File: src/rtl/fetch_block_pkg.sv
// Shared fetch/decode types and constants for the instruction fetch stage.
package fetch_block_pkg;
  localparam int WORD      = 32;
  localparam int HALF_WORD = 16;

  localparam logic [WORD-1:0] FETCH_RESET_PC = 32'h0000_0000;

  typedef logic [HALF_WORD-1:0] instruction;
  typedef logic                 stall_pipeline_sig;
  typedef logic                 flush_pipeline_sig;

  typedef enum logic [1:0] {RESET_HOLD, RUN, DRAIN} fetch_state_e;

  typedef struct packed {
    instruction      instr;
    logic [WORD-1:0] pc;
  } fetch_entry_t;

  function automatic logic [WORD-1:0] next_half(input logic [WORD-1:0] a);
    return a + WORD'(2);
  endfunction
endpackage

File: src/rtl/fetch_prefetch_fifo.sv
// Synchronous prefetch FIFO of {instruction, pc}; clear drops all entries.
module fetch_prefetch_fifo
  import fetch_block_pkg::*;
#(
  parameter int DEPTH = 4
) (
  input  logic                     clk,
  input  logic                     rst,
  input  logic                     push,
  input  fetch_entry_t             push_data,
  input  logic                     pop,
  input  logic                     clear,
  output fetch_entry_t             head,
  output logic                     empty,
  output logic [$clog2(DEPTH):0]   count
);
  localparam int AW = $clog2(DEPTH);
  localparam int CW = AW + 1;

  fetch_entry_t   mem [DEPTH];
  logic [AW-1:0]  wr_ptr, rd_ptr;

  always_ff @(posedge clk or posedge rst) begin
    if (rst) begin
      wr_ptr <= '0;
      rd_ptr <= '0;
      count  <= '0;
    end else if (clear) begin
      wr_ptr <= '0;
      rd_ptr <= '0;
      count  <= '0;
    end else begin
      if (push) wr_ptr <= wr_ptr + AW'(1);
      if (pop)  rd_ptr <= rd_ptr + AW'(1);
      count <= count + CW'(push) - CW'(pop);
    end
  end

  always_ff @(posedge clk) begin
    if (push && !clear) mem[wr_ptr] <= push_data;
  end

  assign head  = mem[rd_ptr];
  assign empty = (count == '0);
endmodule

File: src/rtl/fetch_block.sv
// Instruction fetch stage: PC, credit-limited imem requests, prefetch FIFO, output register.
// Define FETCH_PERF_CNT_EN to add stall_cycles_o / flush_count_o counters.
module fetch_block
  import fetch_block_pkg::*;
#(
  parameter logic [WORD-1:0] RESET_PC   = FETCH_RESET_PC,
  parameter int              FIFO_DEPTH = 4
) (
  input  logic              clk_i,
  input  logic              reset_i,
  input  stall_pipeline_sig stall_pipeline_i,
  input  flush_pipeline_sig flush_pipeline_i,
  input  logic [WORD-1:0]   branch_target_i,
  output logic              imem_req_o,
  output logic [WORD-1:0]   imem_addr_o,
  input  logic              imem_ack_i,
  input  logic              imem_rvalid_i,
  input  instruction        imem_rdata_i,
  output instruction        instruction_o,
  output logic [WORD-1:0]   program_counter_o,
  output logic              is_valid_o
`ifdef FETCH_PERF_CNT_EN
  ,
  output logic [31:0]       stall_cycles_o,
  output logic [31:0]       flush_count_o
`endif
);
  localparam int CW = $clog2(FIFO_DEPTH) + 1;

  fetch_state_e    state, state_nxt;
  logic [WORD-1:0] fetch_pc, rsp_pc, redirect_pc;
  logic [CW-1:0]   outstanding, outstanding_nxt, discard_cnt, discard_nxt, fifo_count;
  logic [CW:0]     credit;
  logic            issue, accept, load_en, bypass, push, pop, fifo_empty;
  fetch_entry_t    head, rsp_entry;

  // Credits cover both buffered and in-flight responses, so the FIFO cannot overflow.
  assign credit      = {1'b0, fifo_count} + {1'b0, outstanding};
  assign imem_req_o  = (state != RESET_HOLD) && (credit < (CW+1)'(FIFO_DEPTH)) && !flush_pipeline_i;
  assign imem_addr_o = fetch_pc;
  assign issue       = imem_req_o && imem_ack_i;
  assign redirect_pc = branch_target_i & ~WORD'(1);

  assign accept    = imem_rvalid_i && !flush_pipeline_i && (discard_cnt == '0);
  assign load_en   = !is_valid_o || !stall_pipeline_i;
  assign bypass    = accept && load_en && fifo_empty;
  assign push      = accept && !bypass;
  assign pop       = load_en && !fifo_empty && !flush_pipeline_i;
  assign rsp_entry = '{instr: imem_rdata_i, pc: rsp_pc};

  assign outstanding_nxt = outstanding + CW'(issue) - CW'(imem_rvalid_i);

  always_comb begin
    discard_nxt = discard_cnt;
    if (flush_pipeline_i)
      discard_nxt = outstanding_nxt;
    else if (imem_rvalid_i && discard_cnt != '0)
      discard_nxt = discard_cnt - CW'(1);

    state_nxt = state;
    case (state)
      RESET_HOLD: state_nxt = RUN;
      DRAIN:      if (discard_nxt == '0) state_nxt = RUN;
      default:    ;
    endcase
    if (flush_pipeline_i)
      state_nxt = (discard_nxt != '0) ? DRAIN : RUN;
  end

  always_ff @(posedge clk_i or posedge reset_i) begin
    if (reset_i) begin
      state       <= RESET_HOLD;
      fetch_pc    <= RESET_PC;
      rsp_pc      <= RESET_PC;
      outstanding <= '0;
      discard_cnt <= '0;
    end else begin
      state       <= state_nxt;
      outstanding <= outstanding_nxt;
      discard_cnt <= discard_nxt;
      // Pre-flush responses are all discarded, so the next kept one is the target.
      if (flush_pipeline_i) begin
        fetch_pc <= redirect_pc;
        rsp_pc   <= redirect_pc;
      end else begin
        if (issue)  fetch_pc <= next_half(fetch_pc);
        if (accept) rsp_pc   <= next_half(rsp_pc);
      end
    end
  end

  fetch_prefetch_fifo #(.DEPTH(FIFO_DEPTH)) u_fifo (
    .clk       (clk_i),
    .rst       (reset_i),
    .push      (push),
    .push_data (rsp_entry),
    .pop       (pop),
    .clear     (flush_pipeline_i),
    .head      (head),
    .empty     (fifo_empty),
    .count     (fifo_count)
  );

  always_ff @(posedge clk_i or posedge reset_i) begin
    if (reset_i) begin
      instruction_o     <= '0;
      program_counter_o <= RESET_PC;
      is_valid_o        <= 1'b0;
    end else if (flush_pipeline_i) begin
      is_valid_o <= 1'b0;
    end else if (load_en) begin
      if (!fifo_empty) begin
        instruction_o     <= head.instr;
        program_counter_o <= head.pc;
        is_valid_o        <= 1'b1;
      end else if (bypass) begin
        instruction_o     <= rsp_entry.instr;
        program_counter_o <= rsp_entry.pc;
        is_valid_o        <= 1'b1;
      end else begin
        is_valid_o <= 1'b0;
      end
    end
  end

`ifdef FETCH_PERF_CNT_EN
  always_ff @(posedge clk_i or posedge reset_i) begin
    if (reset_i) begin
      stall_cycles_o <= '0;
      flush_count_o  <= '0;
    end else begin
      if (is_valid_o && stall_pipeline_i) stall_cycles_o <= stall_cycles_o + 32'd1;
      if (flush_pipeline_i)               flush_count_o  <= flush_count_o + 32'd1;
    end
  end
`endif
endmodule

File: config.mk
export PLATFORM = sky130hd
export DESIGN_NAME = fetch_block
export DESIGN_NICKNAME = d
export VERILOG_FILES = /design/src/rtl/fetch_block_pkg.sv /design/src/rtl/fetch_prefetch_fifo.sv /design/src/rtl/fetch_block.sv
export SDC_FILE = /design/constraint.sdc
export NUM_CORES = 1
export LEC_CHECK = 0
export CAP_MARGIN = 20
export CORE_AREA = 3 3 188 190
export CTS_CLUSTER_SIZE = 28
export DETAILED_ROUTE_END_ITERATION = 6
export DIE_AREA = 0 0 191 193
export GPL_TIMING_DRIVEN = 0
export PLACE_DENSITY_LB_ADDON = 0.12
export SLEW_MARGIN = 20
export SYNTH_ARGS = -nofsm -noshare
export SYNTH_HDL_FRONTEND = slang
export SYNTH_SLANG_ARGS = --single-unit
File: constraint.sdc
create_clock -name clk_i -period 5.3 [get_ports clk_i]
set_clock_uncertainty 0.05 [all_clocks]
set_input_delay 1.06 -clock clk_i [delete_from_list [all_inputs] [get_ports clk_i]]
set_output_delay 1.06 -clock clk_i [all_outputs]
set_load 0.02 [all_outputs]
==> reports/metrics.csv, run 1 <==
stage,metric,value,unit
finish,layout_commonest_cell,sky130_fd_sc_hd__edfxtp_1,
critical_path,worst-endpoint-arrival,4.81,ns
timing,fmaxAchievable,0.222,GHz
route,detailedRoute.firstPassIterationCount,4,
clock_network,post_cts_resized,0,
min_path,min-delay-path-class,register to register,
synth,number_of_flops_mapped_to_enable_cells_by_yosys,188,
route,route.final.wire_length,32400,microns
min_path,holdCritStartpoint,instruction_o[1]$_DFFE_PP0P_,
finish,antenna-diode-count,0,
global_route,wire_length_of_the_first_global_routing_pass,51200,microns
clock_network,tritoncts,done,
global_route,track_usage,0.180,
critical_path,critPathSlowestCell,sky130_fd_sc_hd__clkdlybuf4s50_1,
global_route,first_global_vias,8631,
global_route,grt_max_degree,81,
die,num_rows,67,
timing,post-route-period-util,0.849,
critical_path,start_kind,input port,
route,routed_wire_length_per_instance,20.4,microns
clock_network,clock-root-buffer,sky130_fd_sc_hd__clkbuf_16,
power,leakage,0.00607,uW
finish,filler_cell_count,2887,
synth,yosys_register_bits,313,
place,io_buffer_count,132,
synth,ys_seq_area_frac,0.650,
critical_path,crit_type,input port to register,
run,cap_viol_max_count,0,
place,dpl_worst_slack,0.222,ns
finish,final_nets,1185,
clock_network,clk_latency_worst_skew_pair,0.52,ns
synth,synthCells,940,
die,dieWidth,191,microns
timing,max_slew_margin,0.385,
synth,synth.area.top_cells,"sky130_fd_sc_hd__edfxtp_1 (42%), sky130_fd_sc_hd__dfrtp_1 (23%), sky130_fd_sc_hd__mux4_2 (7.8%), sky130_fd_sc_hd__mux2i_1 (3.6%), sky130_fd_sc_hd__o21ai_0 (3.3%)",
finish,finish.cell_count_without_fillers,1590,
route,drt_via_density,5.31,
power,peakVddDrop,0.000226,V
clock_network,number_of_cts_inserted_buffers,35,
finish,area_growth_syn_to_layout,23.8,%
place,dpl_cell_area,15500,sq um
synth,synth_cell_types,63,
die,floorplan.die.height,193,microns
timing,final-setup-viol-count,0,
synth,synth_largest_area_cell,sky130_fd_sc_hd__edfxtp_1,
clock_network,cts-root-to-sink-buffers,3,
finish,final_util,0.497,
route,routed-via-count,8437,
place,gp_congestion,0.848,
route,postRouteAntennaNets,0,
timing,finalHoldViolations,0,
route,drt_drc_violations_left,0,
run_status,outcome,"complete, no violations",
critical_path,max_stage_delay,0.64,ns
clock_network,worst_setup_hold_path_clk_slew,0.05,ns
clock_network,clock_sink_count,313,
die,placeable_core_region,33600,sq um
critical_path,critical_path.reg2reg.startpoint,u_fifo.count[2]$_DFF_PP0_,
route,detailedRoute.firstIterationViolations,405,
critical_path,cp_cell_sequence,clkdlybuf4s50_1 > clkbuf_1 > clkbuf_1 > clkbuf_1 > nor2_1 > ha_1 > inv_1 > ha_1 > fa_1 > xnor2_1 > nor2_1,
global_route,globalRoute.totalOverflow,0,
place,hpwl,22100,microns
critical_path,path_delay_family,buffers and inverters,
critical_path,cpMostUsedCell,sky130_fd_sc_hd__clkbuf_1,
synth,async_reset_ff_frac,0.399,
synth,syn_avg_cell_area,14.4,sq um
power,cellPowerDensity,479,nW/um^2
die,die_area,36900,sq um
place,dp_cells,1526,
synth,yosys_most_used_dff,sky130_fd_sc_hd__edfxtp_1,
finish,final_cell_mix,"sky130_fd_sc_hd__edfxtp_1 (188), sky130_fd_sc_hd__clkdlybuf4s50_1 (132), sky130_fd_sc_hd__dfrtp_1 (125), sky130_fd_sc_hd__nand2_1 (107), sky130_fd_sc_hd__o21ai_0 (90)",
critical_path,critical_path_rt,5.61,ns
timing,timing_worst_slew_pin_value,0.914,ns
clock_network,cts_setup_buffers,0,
die,num_io_pins,136,
critical_path,cp.buffers_inverters,5,
synth,synth.cell_area,13500,sq um
timing,grt_setup_unrepaired,false,
clock_network,cts-hold-fix-buffers,0,
critical_path,cp-end-kind,register,
synth,yosysWarningCount,0,
finish,final_layout_size_suffix_gt1_frac,0.138,
global_route,grt_antenna_before_repair,0,
clock_network,cts_htree_levels,2,
critical_path,path_max_fanout,10,
timing,min_period,4.50,ns
synth,synth_top_cell_area_share,0.418,
timing,setup_slack,0.803,ns
die,initial_cell_density_of_the_core,0.401,
timing,drv_slew,0,
critical_path,worst_setup_sp,flush_pipeline_i,
finish,stdcell_area,16700,sq um
==> synthesized netlist by cell type (4+ instances only) <==
| master | count |
|---|---|
| sky130_fd_sc_hd__nand2_1 | 107 |
| sky130_fd_sc_hd__nand4_1 | 15 |
| sky130_fd_sc_hd__o311ai_1 | 10 |
| sky130_fd_sc_hd__clkbuf_1 | 20 |
| sky130_fd_sc_hd__nand3_1 | 39 |
| sky130_fd_sc_hd__nor3_1 | 5 |
| sky130_fd_sc_hd__xnor2_1 | 11 |
| sky130_fd_sc_hd__o21ai_0 | 90 |
| sky130_fd_sc_hd__inv_1 | 20 |
| sky130_fd_sc_hd__a41oi_1 | 4 |
| sky130_fd_sc_hd__nor2_1 | 26 |
| sky130_fd_sc_hd__nor4_1 | 5 |
| sky130_fd_sc_hd__mux4_2 | 47 |
| sky130_fd_sc_hd__nor2b_1 | 4 |
| sky130_fd_sc_hd__ha_1 | 14 |
| sky130_fd_sc_hd__a21oi_1 | 7 |
| sky130_fd_sc_hd__and2_1 | 8 |
| sky130_fd_sc_hd__o211ai_1 | 8 |
| sky130_fd_sc_hd__o311ai_0 | 6 |
| sky130_fd_sc_hd__o21ai_1 | 5 |
| sky130_fd_sc_hd__xor2_1 | 26 |
| sky130_fd_sc_hd__mux2_2 | 6 |
| sky130_fd_sc_hd__mux2i_1 | 49 |
| sky130_fd_sc_hd__a31oi_1 | 11 |
| sky130_fd_sc_hd__and3_1 | 8 |
| sky130_fd_sc_hd__buf_4 | 4 |
| sky130_fd_sc_hd__buf_2 | 19 |
| sky130_fd_sc_hd__dfrtp_1 | 125 |
| sky130_fd_sc_hd__edfxtp_1 | 188 |
==> cell families (layout without fill, tap and decap cells) <==
group,count (synthesis),in the layout,synth area share
flip-flops,313,313,0.650
AND/OR/NAND/NOR,244,244,0.0944
AO/OA/AOI/OAI,157,157,0.0711
multiplexers,102,102,0.120
buffers and inverters,69,270,0.0226
XOR/XNOR,38,38,0.0257
adder cells (fa/ha/maj),16,16,0.0159
other,1,2,0.000278
==> per-layer routing <==
metal  routed length, microns  vias up  global-route usage
met1                    14900     4182               0.258
met4                      780        0              0.0500
li1                         -     3925                   -
met5                        0        -                   0
met3                     1810       51              0.0287
met2                    15000      279               0.289
==> power by group <==
| part | internal (uW) | switching, uW | total [uW] | leakage (uW) |
|---|---|---|---|---|
| sequential | 2920 | 282 | 3200 | 0.00323 |
| clock | 1560 | 954 | 2510 | 0.000590 |
| combinational | 1060 | 1220 | 2280 | 0.00226 |
| total | 5540 | 2460 | 8000 | 0.00607 |
==> sequential cells by signal, indices dropped and copies added, names as in the netlist <==
signal	count
program_counter_o	31
is_valid_o	1
instruction_o	16
discard_cnt	3
rsp_pc	31
state	2
imem_addr_o	31
u_fifo.mem	188
u_fifo.wr_ptr	2
u_fifo.count	3
u_fifo.rd_ptr	2
outstanding	3
==> metrics by stage <==
step | total power (uW) | TNS, ns | hold WS, ns
floorplan | 4630 | 0 | 0.445
global placement | 5550 | -184.03 | 0.410
detailed placement | 5570 | 0 | 0.420
CTS | 8110 | 0 | 0.434
global route | 8450 | 0 | 0.456
finish | 8000 | 0 | 0.425
==> worst register-to-register path, stage by stage, from the launching register on <==
cell and delay [ns]:
sky130_fd_sc_hd__dfrtp_1 0.42, sky130_fd_sc_hd__ha_1 0.33, sky130_fd_sc_hd__nor4_4 0.37, sky130_fd_sc_hd__o2111a_1 0.24
sky130_fd_sc_hd__buf_4 0.19, sky130_fd_sc_hd__inv_2 0.13, sky130_fd_sc_hd__buf_2 0.24, sky130_fd_sc_hd__ha_1 0.30
sky130_fd_sc_hd__inv_1 0.05, sky130_fd_sc_hd__ha_1 0.13, sky130_fd_sc_hd__inv_1 0.05, sky130_fd_sc_hd__fa_1 0.37
sky130_fd_sc_hd__xnor3_1 0.42, sky130_fd_sc_hd__nand3_1 0.09, sky130_fd_sc_hd__o31ai_1 0.11, sky130_fd_sc_hd__o211ai_1 0.15
sky130_fd_sc_hd__o22a_1 0.21
==> final timing paths <==
| kind | to | slack [ns] | cells after the start |
|---|---|---|---|
| setup / recovery | u_fifo.count[2]$_DFF_PP0_ | 0.80 | 11 |
| hold / removal | instruction_o[1]$_DFFE_PP0P_ | 0.43 | 2 |
| setup reg to reg | state[1]$_DFFE_PP0P_ | 1.35 | 16 |
| hold reg to reg | instruction_o[1]$_DFFE_PP0P_ | 0.43 | 2 |
| max in group asynchronous | instruction_o[15]$_DFFE_PP0P_ | 3.54 | 3 |
| min in group asynchronous | is_valid_o$_DFFE_PP0P_ | 0.90 | 2 |
==> cell type report <==
type                            count  area, sq um  area share
Inverter                           22         90.1     0.00539
Tap cell                          448          561      0.0336
Timing Repair Buffer              137         1430      0.0855
Clock buffer                       46          948      0.0568
Sequential cell                   313         8770       0.525
Clock inverter                     18          251      0.0151
Multi-Input combinational cell    559         4430       0.265
Buffer                             47          223      0.0133
Note: power is estimated with default switching activity, not from simulation.
==> inputs of run 2 (changes only) <==
- clock period: 5.3 -> 4.5 ns (I/O delays scaled with it)
==> reports/metrics.csv, run 2 (synthesis gave the netlist of run 1 again) <==
stage,metric,value,unit,change
run_status,outcome,"complete, no violations",,
clock_network,cts_setup_buffers,0,,unchanged
timing,timing_worst_slew_pin_value,0.906,ns,-0.00815 ns
finish,finish.cell_count_without_fillers,1590,,unchanged
route,drt_drc_violations_left,0,,unchanged
critical_path,worst-endpoint-arrival,4.57,ns,-0.24 ns
finish,final_layout_size_suffix_gt1_frac,0.139,,+0.000876
critical_path,start_kind,input port,,
route,detailedRoute.firstIterationViolations,397,,-2.0%
clock_network,cts_htree_levels,2,,unchanged
timing,min_period,4.23,ns,
power,netSwitchingPower,2890,uW,+18%
clock_network,post_cts_resized,0,,unchanged
place,dp_cells,1526,,unchanged
place,hpwl,22100,microns,unchanged
power,internal_power,6520,uW,+18%
power,p_total,9420,uW,+18%
power,clock_power_share,0.314,,about the same
global_route,grt_max_degree,81,,unchanged
finish,final_nets,1185,,unchanged
run,cap_viol_max_count,0,,unchanged
route,detailedRoute.firstPassIterationCount,4,,unchanged
die,floorplan.die.height,193,microns,unchanged
power,netSwitchingFraction,0.307,,about the same
timing,fmaxAchievable,0.236,GHz,
clock_network,clk_latency_worst_skew_pair,0.52,ns,about the same
critical_path,crit_type,input port to register,,
place,gp_congestion,0.848,,unchanged
die,num_rows,67,,unchanged
timing,finalHoldViolations,0,,unchanged
finish,antenna-diode-count,0,,unchanged
clock_network,cts-hold-fix-buffers,0,,unchanged
finish,final_cell_mix,"sky130_fd_sc_hd__edfxtp_1 (188), sky130_fd_sc_hd__clkdlybuf4s50_1 (132), sky130_fd_sc_hd__dfrtp_1 (125), sky130_fd_sc_hd__nand2_1 (107), sky130_fd_sc_hd__o21ai_0 (90)",,
clock_network,number_of_cts_inserted_buffers,35,,unchanged
global_route,first_global_vias,8631,,unchanged
power,power.share.sequential,0.400,,about the same
min_path,min-delay-path-class,register to register,,
finish,area_growth_syn_to_layout,23.8,%,about the same
global_route,globalRoute.totalOverflow,0,,unchanged
place,io_buffer_count,132,,unchanged
clock_network,worst_setup_hold_path_clk_slew,0.05,ns,about the same
global_route,track_usage,0.180,,unchanged
route,routed-via-count,8449,,+0.14%
route,routed_wire_length_per_instance,20.4,microns,about the same
critical_path,path_max_fanout,10,,unchanged
timing,max_slew_margin,0.391,,+0.00548
timing,grt_setup_unrepaired,false,,
die,num_io_pins,136,,unchanged
clock_network,cts-root-to-sink-buffers,3,,unchanged
die,placeable_core_region,33600,sq um,unchanged
die,initial_cell_density_of_the_core,0.401,,unchanged
timing,post-route-period-util,0.940,,
clock_network,tritoncts,done,,
die,die_area,36900,sq um,unchanged
timing,final-setup-viol-count,0,,unchanged
finish,largest_register_ffs,188,,unchanged
timing,drv_slew,0,,unchanged
route,route.final.wire_length,32400,microns,about the same
finish,final_util,0.497,,about the same
power,cellPowerDensity,564,nW/um^2,+18%
power,leakage,0.00608,uW,about the same
route,drt_via_density,5.31,,+0.14%
power,comb_power_share,0.286,,about the same
clock_network,clock_sink_count,313,,unchanged
critical_path,cp-end-kind,register,,
route,postRouteAntennaNets,0,,unchanged
die,dieWidth,191,microns,unchanged
clock_network,clock-root-buffer,sky130_fd_sc_hd__clkbuf_16,,
power,peakVddDrop,0.000266,V,+18%
critical_path,critical_path_rt,4.84,ns,-0.77 ns
finish,layout_commonest_cell,sky130_fd_sc_hd__edfxtp_1,,
global_route,grt_antenna_before_repair,0,,unchanged
global_route,wire_length_of_the_first_global_routing_pass,51200,microns,unchanged
finish,regMostFlops,u_fifo.mem,,
[run 2: cell types whose count changed in the layout (fill, tap and decap cells not counted)]
cell	before	now
sky130_fd_sc_hd__clkbuf_1	29	28
sky130_fd_sc_hd__clkbuf_2	0	1
[run 2: area by class of cell]
cell class                      count  area, sq um
Clock inverter                     18          251
Tap cell                          448          561
Clock buffer                       46          948
Fill cell                        2887        16900
Timing Repair Buffer              137         1430
Inverter                           22         90.1
Buffer                             47          224
Sequential cell                   313         8770
Multi-Input combinational cell    559         4430
[run 2: power by group through the flow]
| stage | clock network (uW) | registers, uW | logic [uW] |
|---|---|---|---|
| finish | 2960 | 3770 | 2690 |
| global route | 3170 | 3830 | 2960 |
| CTS | 3030 | 3770 | 2750 |
| detailed placement | 0 | 3830 | 2740 |
| global placement | 0 | 3820 | 2710 |
| floorplan | 0 | 4050 | 1400 |
[run 2: layer usage]
metal	up-vias	track usage	wire [microns]
met1	4180	0.258	14900
li1	3929	-	-
met3	51	0.0287	1780
met2	289	0.289	14900
met5	-	0	0
met4	0	0.0500	780
[run 2: worst max-delay path, cell delays in order]
cell and delay (ns):
sky130_fd_sc_hd__clkdlybuf4s50_1 0.56, sky130_fd_sc_hd__nor4_4 0.44, sky130_fd_sc_hd__o2111a_1 0.24, sky130_fd_sc_hd__buf_4 0.19, sky130_fd_sc_hd__inv_2 0.13, sky130_fd_sc_hd__buf_2 0.24
sky130_fd_sc_hd__ha_1 0.30, sky130_fd_sc_hd__inv_1 0.05, sky130_fd_sc_hd__ha_1 0.13, sky130_fd_sc_hd__inv_1 0.05, sky130_fd_sc_hd__fa_1 0.37, sky130_fd_sc_hd__xnor3_1 0.42
sky130_fd_sc_hd__nand3_1 0.09, sky130_fd_sc_hd__o31ai_1 0.11, sky130_fd_sc_hd__o211ai_1 0.15, sky130_fd_sc_hd__o22a_1 0.21
[run 2: path summary, 6_finish.rpt]
| path | startpoint | endpoint | slack, ns | cells after the start |
|---|---|---|---|---|
| min in group asynchronous | reset_i | is_valid_o$_DFFE_PP0P_ | 0.74 | 2 |
| setup / recovery | flush_pipeline_i | state[1]$_DFFE_PP0P_ | 0.27 | 16 |
| max in group asynchronous | reset_i | instruction_o[15]$_DFFE_PP0P_ | 2.90 | 3 |
| hold reg to reg | instruction_o[1]$_DFFE_PP0P_ | instruction_o[1]$_DFFE_PP0P_ | 0.43 | 2 |
| hold / removal | instruction_o[1]$_DFFE_PP0P_ | instruction_o[1]$_DFFE_PP0P_ | 0.43 | 2 |
| setup reg to reg | u_fifo.count[2]$_DFF_PP0_ | state[1]$_DFFE_PP0P_ | 0.55 | 16 |
[run 2: through the flow]
stage | instance area [sq um] | hold slack, ns | TNS, ns | setup WS, ns
after CTS | 16700 | 0.434 | 0 | 0.104
final | 16700 | 0.425 | 0 | 0.269
after detailed placement | 15500 | 0.420 | -1.19 | -0.418
after global routing | 16700 | 0.456 | 0 | 0.120
after floorplan | 13500 | 0.445 | 0 | 0.222
after global placement | 15400 | 0.410 | -346.94 | -2.12
==> RTL change: new RTL, config.mk and constraints of run 2 <==
Add an input register stage for `branch_target_i`; this delays it by one clock. The other inputs are not delayed to match.
--- a/src/rtl/fetch_block.sv
+++ b/src/rtl/fetch_block.sv
@@ -28,4 +28,10 @@
   localparam int CW = $clog2(FIFO_DEPTH) + 1;
 
+  logic [WORD-1:0] branch_target_q;
+
+  always_ff @(posedge clk_i) begin
+    branch_target_q <= branch_target_i;
+  end
+
   fetch_state_e    state, state_nxt;
   logic [WORD-1:0] fetch_pc, rsp_pc, redirect_pc;
@@ -40,5 +46,5 @@
   assign imem_addr_o = fetch_pc;
   assign issue       = imem_req_o && imem_ack_i;
-  assign redirect_pc = branch_target_i & ~WORD'(1);
+  assign redirect_pc = branch_target_q & ~WORD'(1);
 
   assign accept    = imem_rvalid_i && !flush_pipeline_i && (discard_cnt == '0);
Function: changed (Yosys sat finds a counterexample within 4 cycles, from zero or initial values and one cycle with reset_i high).
==> RTL change against run 2 <==
  * Total power is 0.39% lower
  * Highest routed layer unchanged
  * Synthesized area rose by 4.1%
  * Worst setup slack got worse by 0.0053 ns
  * Via count shrank 2.3%
  * Cell area grew 3.1%
  * Wire length fell by 3.8%
  * Largest power group unchanged
  * Sequential cell count is 31 higher
  * Largest cell class unchanged
  * Critical path type unchanged
  * Global-route usage down 0.83 points
==> RTL change: results (changes against run 2) <==
| Metric | Value |
|---|---|
| Skew-Pair Late Insertion Delay | 0.52 ns (about the same) |
| Area used by sequential logic in the layout | 0.00939 mm2 (+7.1%) |
| Filler cell count | 2,874 (-0.45%) |
| Worst-case vdd ir drop | 0.267 mV (+0.41%) |
| Maximum net fanout on the critical path | 13 (+3) |
| Number of inserted diodes | 0 (unchanged) |
| Worst R2R End | state[1] |
| Slowest-stage cell, CP | sky130_fd_sc_hd__or4_4 |
| Yosys warnings | 0 (unchanged) |
| Iteration count of the initial detailed-routing pass | 5 (+1) |
| Weighted congestion at the end of routability-driven global placement | 0.854 (+0.68%) |
| Global-route track usage on met2 | 0.274 (-0.0152) |
| Net switching power figure | 2800 uW (-3.2%) |
| Number of distinct library cell variants in the gate-level netlist after synthesis | 53 (-16%) |
| Worst r2r src | u_fifo.count[2] |
| Dpl cell area | 0.0161 mm2 (+3.6%) |
| Fraction of the yosys area taken by sequential cells | 0.669 (+0.0189) |
| Maximum level of the CTS H-tree | 2 (unchanged) |
| Post-synth ARST share | 0.363 (-0.0360) |
| Total routing usage reported by global routing | 0.172 (-0.00826) |
| Number of flip-flops under the largest register name | 188 (unchanged) |
| Delay of the slowest cell on the worst path | 0.59 ns (+0.03 ns) |
| Clock buffer depth | 3 (unchanged) |
| First-pass GRT wire length | 48,800 um (-4.6%) |
| Wire per inst | 19.5 um (-4.2%) |
| Worst-case hold slack | 0.423 ns (-0.00213 ns) |
| Leakage power total | 0.00626 uW (+3.1%) |
| Actual slew at the worst max-slew pin | 0.972 ns (+0.0660 ns) |
| Sum of net half-perimeters after detailed placement | 21,100 um (-4.5%) |
| Largest net degree at the start of global routing | 75 (-7.4%) |
| Detailed router's first-iteration violation count | 377 (-5.0%) |
| GRT met1 Usage | 0.248 (-0.00926) |
| Run status | finished, final reports clean |
| Worst min-delay path class | flop to flop |
| Capture endpoint of the worst hold path | instruction_o[0] |
| NumNets Final | 1,189 (+0.34%) |
| Met3 usage | 0.0302 (+0.00145) |
| Setup slack after placement | -0.920 ns (-0.502 ns) |
| Worst Hold Launch | instruction_o[0] |
| Number of vias after detailed routing | 8,252 (-2.3%) |
| Leading cell types by count after synthesis | sky130_fd_sc_hd__edfxtp_1 (188), sky130_fd_sc_hd__dfrtp_1 (125), sky130_fd_sc_hd__nand2_1 (86), sky130_fd_sc_hd__o21ai_0 (66), sky130_fd_sc_hd__mux2i_1 (50) |
| Largest cells by area after synthesis | sky130_fd_sc_hd__edfxtp_1 (40%), sky130_fd_sc_hd__dfrtp_1 (22%), sky130_fd_sc_hd__mux4_2 (7.5%), sky130_fd_sc_hd__dfxtp_1 (4.4%), sky130_fd_sc_hd__mux2i_1 (3.6%) |
| Vias in the first global route | 8,406 (-2.6%) |
| Worst path arrival time | 4.58 ns (about the same) |
| Fraction of layout cells with a size suffix above 1 | 0.131 (-0.00857) |
| Reg2reg setup slack | 0.48 ns (-0.07 ns) |
| Total CTS buffers | 37 (+5.7%) |
## RTL change: power groups by stage
| stage | Combinational (uW) | Clock [uW] | Sequential, uW |
|---|---|---|---|
| final | 2540 | 2820 | 4030 |
| after global routing | 2790 | 3040 | 4090 |
| after CTS | 2600 | 2920 | 4030 |
| after detailed placement | 2580 | 0 | 4090 |
| after global placement | 2550 | 0 | 4090 |
| after floorplan | 1320 | 0 | 4300 |
## RTL change: worst max-delay path by stage
stage | start | to | slack [ns]
floorplan | reset_i | discard_cnt[0] | 0.22
global placement | reset_i | program_counter_o[22] | -2.20
detailed placement | flush_pipeline_i | state[1] | -0.92
CTS | flush_pipeline_i | state[1] | 0.13
global route | flush_pipeline_i | state[1] | 0.1
finish | flush_pipeline_i | state[1] | 0.26
## RTL change: critical path, delay by kind of cell
family                   cells  cell delay [ns]
XOR/XNOR                     1             0.42
buffers and inverters        6             1.04
AND/OR/NAND/NOR              3             0.94
AO/OA/AOI/OAI                3             0.50
adder cells (fa/ha/maj)      3             0.77
## RTL change: final cells by class
class	instances	share of cell area
Buffer	48	0.0112
Clock buffer	57	0.0629
Clock inverter	11	0.00320
Inverter	28	0.00668
Multi-Input combinational cell	521	0.254
Sequential cell	344	0.546
Tap cell	448	0.0326
Timing Repair Buffer	139	0.0843
## RTL change: logic make-up after synthesis
| logic type | Yosys count | share of synthesized area |
|---|---|---|
| buf+inv | 77 | 0.0212 |
| simple gates | 218 | 0.0796 |
| flops | 344 | 0.669 |
| xor+xnor | 54 | 0.0347 |
| fa+ha+maj | 16 | 0.0153 |
| mux | 130 | 0.137 |
| compound gates | 101 | 0.0424 |
| other cells | 1 | 0.000267 |
## RTL change: repair_timing
item,CTS,global route
pin swaps,1,1
gates resized for setup,2,1
setup buffers,1,1
setup endpoints to repair,2,1
endpoints found under the hold margin,0,0
## RTL change: per-stage QoR
| stage | power, uW | std cells |
|---|---|---|
| after floorplan | 5620 | 942 |
| after global placement | 6640 | 1522 |
| after detailed placement | 6670 | 1527 |
| after CTS | 9540 | 1595 |
| after global routing | 9920 | 1596 |
| final | 9380 | 1596 |
## RTL change: per-layer routing
layer  wire length (um)  share of wire
met1              14600           0.47
met2              14400           0.46
met3               1560          0.050
met4                612          0.020
met5                  0              0
